File: src/rtl/write_pointer_ctrl.sv
// Write-domain pointer/flag controller for the async FIFO: binary and Gray write
// pointers, read-pointer synchroniser, level/full/almost_full and sticky overflow.
module write_pointer_ctrl #(
  parameter int DEPTH       = 128,
  parameter int PTR_SIZE    = $clog2(DEPTH),
  parameter int SYNC_STAGES = 2,
  parameter int AF_THRESH   = DEPTH - 4
) (
  input  logic                wr_clk,
  input  logic                wr_reset_n,
  input  logic                wr_en,
  input  logic [PTR_SIZE:0]   g_rd_ptr,
  input  logic                ovf_clr,
  output logic                mem_we,
  output logic [PTR_SIZE-1:0] mem_waddr,
  output logic [PTR_SIZE:0]   b_wr_ptr,
  output logic [PTR_SIZE:0]   g_wr_ptr,
  output logic                full,
  output logic                almost_full,
  output logic [PTR_SIZE:0]   wr_level,
  output logic                overflow
);

  localparam logic [PTR_SIZE:0] DEPTH_L = (PTR_SIZE+1)'(DEPTH);
  localparam logic [PTR_SIZE:0] AF_L    = (PTR_SIZE+1)'(AF_THRESH);
  localparam logic [PTR_SIZE:0] ONE_L   = (PTR_SIZE+1)'(1);

  logic [PTR_SIZE:0] g_rd_sync_q [SYNC_STAGES];
  logic [PTR_SIZE:0] g_rd_sync;
  logic [PTR_SIZE:0] b_rd_sync;
  logic [PTR_SIZE:0] b_wr_next;
  logic [PTR_SIZE:0] g_wr_next;
  logic              accept;

  // Plain flop chain: nothing may sit between stages or metastability filtering suffers.
  always_ff @(posedge wr_clk or negedge wr_reset_n) begin
    if (!wr_reset_n) begin
      for (int i = 0; i < SYNC_STAGES; i++) g_rd_sync_q[i] <= '0;
    end else begin
      g_rd_sync_q[0] <= g_rd_ptr;
      for (int i = 1; i < SYNC_STAGES; i++) g_rd_sync_q[i] <= g_rd_sync_q[i-1];
    end
  end

  assign g_rd_sync = g_rd_sync_q[SYNC_STAGES-1];

  always_comb begin
    b_rd_sync = '0;
    b_rd_sync[PTR_SIZE] = g_rd_sync[PTR_SIZE];
    for (int i = PTR_SIZE - 1; i >= 0; i--) b_rd_sync[i] = b_rd_sync[i+1] ^ g_rd_sync[i];
  end

  assign wr_level    = b_wr_ptr - b_rd_sync;
  assign full        = (wr_level == DEPTH_L);
  assign almost_full = (wr_level >= AF_L);

  // Write enable is also held low while reset is asserted so no stray write reaches the RAM.
  assign accept    = wr_en && !full;
  assign mem_we    = accept && wr_reset_n;
  assign mem_waddr = b_wr_ptr[PTR_SIZE-1:0];

  assign b_wr_next = b_wr_ptr + ONE_L;
  assign g_wr_next = b_wr_next ^ (b_wr_next >> 1);

  always_ff @(posedge wr_clk or negedge wr_reset_n) begin
    if (!wr_reset_n) begin
      b_wr_ptr <= '0;
      g_wr_ptr <= '0;
    end else if (accept) begin
      b_wr_ptr <= b_wr_next;
      g_wr_ptr <= g_wr_next;
    end
  end

  // A new overflow event takes priority over a same-cycle clear.
  always_ff @(posedge wr_clk or negedge wr_reset_n) begin
    if (!wr_reset_n) begin
      overflow <= 1'b0;
    end else if (wr_en && full) begin
      overflow <= 1'b1;
    end else if (ovf_clr) begin
      overflow <= 1'b0;
    end
  end

endmodule

File: config.mk
export PLATFORM = sky130hd
export DESIGN_NAME = write_pointer_ctrl
export DESIGN_NICKNAME = d
export VERILOG_FILES = /design/src/rtl/write_pointer_ctrl.sv
export SDC_FILE = /design/constraint.sdc
export NUM_CORES = 1
export LEC_CHECK = 0
export CELL_PAD_IN_SITES_DETAIL_PLACEMENT = 1
export CELL_PAD_IN_SITES_GLOBAL_PLACEMENT = 1
export CORE_MARGIN = 1.5
export CORE_UTILIZATION = 42
export CTS_BUF_LIST = sky130_fd_sc_hd__clkbuf_4
export CTS_CLUSTER_DIAMETER = 80
export DETAILED_ROUTE_END_ITERATION = 16
export GPL_ROUTABILITY_DRIVEN = 0
export PLACE_DENSITY_LB_ADDON = 0.1
export RECOVER_POWER = 25
export SKIP_CTS_REPAIR_TIMING = 1
export SLEW_MARGIN = 0
export SYNTH_ARGS = -nofsm -noshare
export SYNTH_HDL_FRONTEND = slang
export SYNTH_SLANG_ARGS = --single-unit
File: constraint.sdc
create_clock -name wr_clk -period 8 [get_ports wr_clk]
set_input_delay 2.4 -clock wr_clk [delete_from_list [all_inputs] [get_ports wr_clk]]
set_output_delay 2.4 -clock wr_clk [all_outputs]
set_load 0.01 [all_outputs]
## Word level (Yosys, flattened, before mapping)

Cells that the tools add are included.

| cells by class | value |
|---|---|
| $add $sub $neg | 2 |
| multiply operators | 0 |
| div/mod/pow operators | 0 |
| $lt $le $gt $ge | 1 |
| equality and inequality tests | 1 |
| shifts and indexed selects | 0 |
| muxes and demuxes | 2 |
| bitwise operators | 8 |
| reductions and logical operators | 5 |

Operators with widths:

| operator | count |
|---|---|
| adder 8 x 1 -> 8 bit, second input constant | 1 |
| equality test 8 bit, second input constant | 1 |
| >= comparator 8 x 7 -> 1 bit, second input constant | 1 |
| subtractor 8 bit | 1 |
| XOR 8 x 7 -> 8 bit | 1 |
| XOR 1 bit | 7 |
| logical AND 1 bit | 3 |
| two-way mux 1 bit | 2 |
| nonzero test 2 bit | 1 |
| zero test 1 bit | 1 |

| storage, ports and cells | value |
|---|---|
| register bits | 33 |
| bits in latches | 0 |
| memory bits (writable) | 0 |
| ROM bits | 0 |
| input port bits | 12 |
| output and inout bits | 35 |
| word-level logic and storage cells | 24 |
| memories | 0 |

## Longest topological paths before layout

| logic depth | value |
|---|---|
| word-level depth | 12 |
| mapped depth | 14 |
| gate-level depth less buffers | 14 |

## Worst setup path before layout

OpenSTA, ideal clock, no wires.

| path | value |
|---|---|
| path kind | flip-flop to output port |
| from | register g_rd_sync_q, in the netlist g_rd_sync[7] |
| to | output mem_we |
| arrival | 3648 ps |
| required time | 5600 ps |
| path slack | 1952 ps |
| stages on the path, launching flop included | 15 |
| buffers on the path | 0 |
| cells stage by stage | dfrtp_1 > xnor3_2 > xor2_2 > xor2_2 > xor2_2 > xor2_2 > xnor2_1 > ha_1 > fa_1 > nand2b_1 > a21oi_1 > or4_1 > o2111ai_2 > o31ai_4 > nor2_1 |

| on the way | value |
|---|---|
| word-level cells in the longest chain between the ends | 12 |

Ends and longest elaborated chain:

| what | RTL line | source |
|---|---|---|
| start: declaration | 28 | `logic [PTR_SIZE:0] g_rd_sync_q [SYNC_STAGES];` |
| XOR 1 bit (*) | 50 | `for (int i = PTR_SIZE - 1; i >= 0; i--) b_rd_sync[i] = b_rd_sync[i+1] ^ g_rd_sync[i];` |
| XOR 1 bit (6 in series) | 50 |  |
| subtractor 8 bit (*) | 53 | `assign wr_level = b_wr_ptr - b_rd_sync;` |
| via wr_level[6] | 20 | `output logic [PTR_SIZE:0] wr_level,` |
| equality test 8 bit (*) | 54 | `assign full = (wr_level == DEPTH_L);` |
| zero test 1 bit (*) | 58 | `assign accept = wr_en && !full;` |
| logical AND 1 bit (*) | 58 |  |
| logical AND 1 bit (*) | 59 | `assign mem_we = accept && wr_reset_n;` |
| end: declaration | 14 | `output logic mem_we,` |

Mark *: on every way through the listed nets, which the timed path passes. The rest lies on a longest branch.

## Worst setup path in the final report

| path | value |
|---|---|
| from | input wr_reset_n |
| to | output mem_we |

| on the way | value |
|---|---|
| word-level cells in the longest chain between the ends | 1 |

Ends and longest elaborated chain:

| what | RTL line | source |
|---|---|---|
| start: declaration | 10 | `input logic wr_reset_n,` |
| logical AND 1 bit | 59 |  |

Every way passes these cells.

==> reports/qor.yml <==
sta:
  max_freq_mhz: 137
  clock_skews_ps: 9.05
  report.final.slew_viol_count: 34
  layout_worst_path_cycle_share: 0.913
  final.min_clock_period_ps: 7300
  timing.final.setup_violations: 0
  unrepaired_setup_endpoints_after_global_routing: "false"
  setup_total_negative_slack_ps: 0
  worst_slew_pin_slew_ps: 1680
  final-hold-violation-count: 0
  slew_headroom: -0.119
final_layout:
  insertedDiodeCount: 0
  total_number_of_nets_in_the_final_design: 216
  post-route-util: 0.578
  layout_cells_sized_above_1: 0.143
  syn2layout_area_growth_pct: 31.2
synth:
  post-synth-top-area-fraction: 0.451
  postSynthCellCount: 148
  ys_top_cells_by_area: "sky130_fd_sc_hd__dfrtp_1, sky130_fd_sc_hd__xnor2_1, sky130_fd_sc_hd__ha_1"
  postSynthRegisterBits: 32
  post_synth_num_cell_types: 33
  synth_area_leader_cell: "sky130_fd_sc_hd__dfrtp_1"
  synthesis_warning_total: 0
  yosys-top-cells-count: "sky130_fd_sc_hd__dfrtp_1, sky130_fd_sc_hd__xnor2_1, sky130_fd_sc_hd__inv_1"
  synth-main-ff-cell: "sky130_fd_sc_hd__dfrtp_1"
  synth.cell_area_um2: 1780
  syn_avg_cell_area_um2: 12.0
  proportion_of_synthesized_chip_area_in_sequential_cells: 0.451
  post-synth-top-count-cell: "sky130_fd_sc_hd__dfrtp_1"
  synth_async_sr_flop_share: 1.00
  synth-edff-count: 0
  synth_fp_nets: 169
detailed_routing:
  drt-wirelength-per-cell_um: 15.7
  drc: 0
  drt-pass1-iter-count: 4
  totalWireLength_um: 3860
  postRouteAntennaNets: 0
  dr_total_vias: 1246
  vias_per_cell: 5.07
  initialDrtViolationCount: 34
setup_path:
  most_frequent_cell_on_critical_path: "sky130_fd_sc_hd__clkdlybuf4s50_1"
  cp_slowest_stage_delay_ps: 1210
  timing.reg2reg.worst_path_depth: 14
  worstSetupStartpointType: "input port"
  timing.critical_path.cells: "clkdlybuf4s50_1 -> clkbuf_1 -> inv_1 -> nor2_1 -> clkdlybuf4s50_1"
  critPathMaxFanout: 33
  critPathRequiredTime_ps: 5600
  cp_slowest_cell: "sky130_fd_sc_hd__clkbuf_1"
  worst_flop_to_flop_path_startpoint: "g_rd_sync[7]$_DFF_PN0_"
  critPathKind: "in -> out"
  reg2reg_slack_ps: 3540
  worst_ep_arrival_time_ps: 4900
  timing.critical_path.to_type: "output pin"
  crit-reg2reg-capture: "g_wr_ptr[6]$_DFFE_PN0P_"
global_routing:
  grt_pass1_vias: 1341
  antenna_found_initial: 0
  grt_start_max_net_pins: 34
  grt_use_total: 0.188
  grt_pass1_wl_um: 6220
  grt_remaining_overflow: 0
run_status:
  status: "finished with violations"
  violations: "max-capacitance violations, max-slew violations"
pwr:
  power.density_nw_per_um2: 452
  vdd_ir_drop_max_v: 0.000210
  power.leakage_nw: 1.02
clock_tree:
  tritoncts: "yes"
  cts_made_buffers: 5
  worstSkewPairLatency_ps: 330
  cts.htree.levels: 2
  cts.sinks: 32
  cell_chosen_for_the_clock_root: "sky130_fd_sc_hd__clkbuf_4"
  cts-root-to-sink-buffers: 2
  cts.reportedPaths.clkPinSlew_ps: 100
placement:
  post-dp-hpwl_um: 3000
  numPortBuffers: 46
run:
  drv_cap: 1
floorplan:
  fp.dieH_um: 68.0
  dieWidth_um: 68.0
  placement_rows: 23
  initial_utilization: 0.441
  design.die.area_um2: 4630
  pin_count: 47
  placeableCoreArea_um2: 4030
worst_hold_path:
  hold_depth: 0
  timing.hold.worst.class: "reg -> reg"
  timing.hold.worst_endpoint: "g_rd_sync[4]$_DFF_PN0_"
  hold_path_startpoint: "g_rd_sync_q[12]$_DFF_PN0_"
per-layer routing:
layer  track usage  share of wire
met1         0.228           0.43
met4        0.0900          0.019
met5             0              0
met3        0.0428          0.043
met2         0.316           0.51
worst max-delay path by stage:
stage,startpoint,end,slack (ps),depth (start not counted)
CTS,g_rd_sync[7]$_DFF_PN0_,mem_we,710,15
floorplan,g_rd_sync[7]$_DFF_PN0_,mem_we,1950,14
detailed placement,g_rd_sync[7]$_DFF_PN0_,mem_we,1110,15
finish,wr_reset_n,mem_we,700,5
global placement,g_rd_sync[7]$_DFF_PN0_,mem_we,1310,15
global route,wr_reset_n,mem_we,300,5
placed cells by master, fill, tap and decap left out, types with 6 or more instances in the layout:
cell type | netlist | routed
sky130_fd_sc_hd__inv_1 | 12 | 12
sky130_fd_sc_hd__clkdlybuf4s50_1 | 0 | 38
sky130_fd_sc_hd__mux2_2 | 8 | 8
sky130_fd_sc_hd__ha_1 | 8 | 8
sky130_fd_sc_hd__xnor2_1 | 20 | 20
sky130_fd_sc_hd__dlygate4sd3_1 | 0 | 8
sky130_fd_sc_hd__o311ai_0 | 6 | 6
sky130_fd_sc_hd__xor2_1 | 7 | 7
sky130_fd_sc_hd__dfrtp_1 | 32 | 32
sky130_fd_sc_hd__clkbuf_4 | 0 | 6
metrics by stage:
stage	hold WS [ps]	total power [mW]	instances	cell area [um^2]	setup WS [ps]
after floorplan	331	0.656	148	1780	1950
after global placement	332	0.919	238	2250	1310
after detailed placement	336	0.936	238	2250	1110
after CTS	360	1.07	246	2330	706
after global routing	365	1.13	246	2330	296
final	355	1.05	246	2330	699
final cells by class:
type,count,area (um^2)
Sequential cell,32,801
Fill cell,429,1700
Inverter,12,45.0
Tap cell,50,62.6
Clock buffer,6,45.0
Timing Repair Buffer,48,472
Multi-Input combinational cell,96,870
Clock inverter,2,35.0
logic make-up (layout without fill, tap and decap cells):
kind of cell,Yosys count,count (layout),share of synthesized area
mux,8,8,0.0507
compound gates,23,23,0.114
flops,32,32,0.451
fa+ha+maj,9,9,0.0677
simple gates,24,24,0.0740
buf+inv,20,68,0.0592
xor+xnor,32,32,0.183
where the power goes:
part | internal (mW) | leakage [nW] | switching, mW
Sequential | 0.201 | 0.386 | 0.0501
Combinational | 0.355 | 0.585 | 0.324
Clock | 0.0689 | 0.0456 | 0.0535
Total | 0.625 | 1.02 | 0.428
flip-flops by register name, indices dropped and copies added (netlist names):
signal / flops
b_wr_ptr: 8
g_rd_sync: 8
g_rd_sync_q: 8
g_wr_ptr: 7
overflow: 1
worst max-delay path, delay by kind of cell:
family | cells | cell delay [ps]
and+or+nand+nor | 1 | 160
buffers and inverters | 4 | 2340
Power figures use the tool's default switching activity.
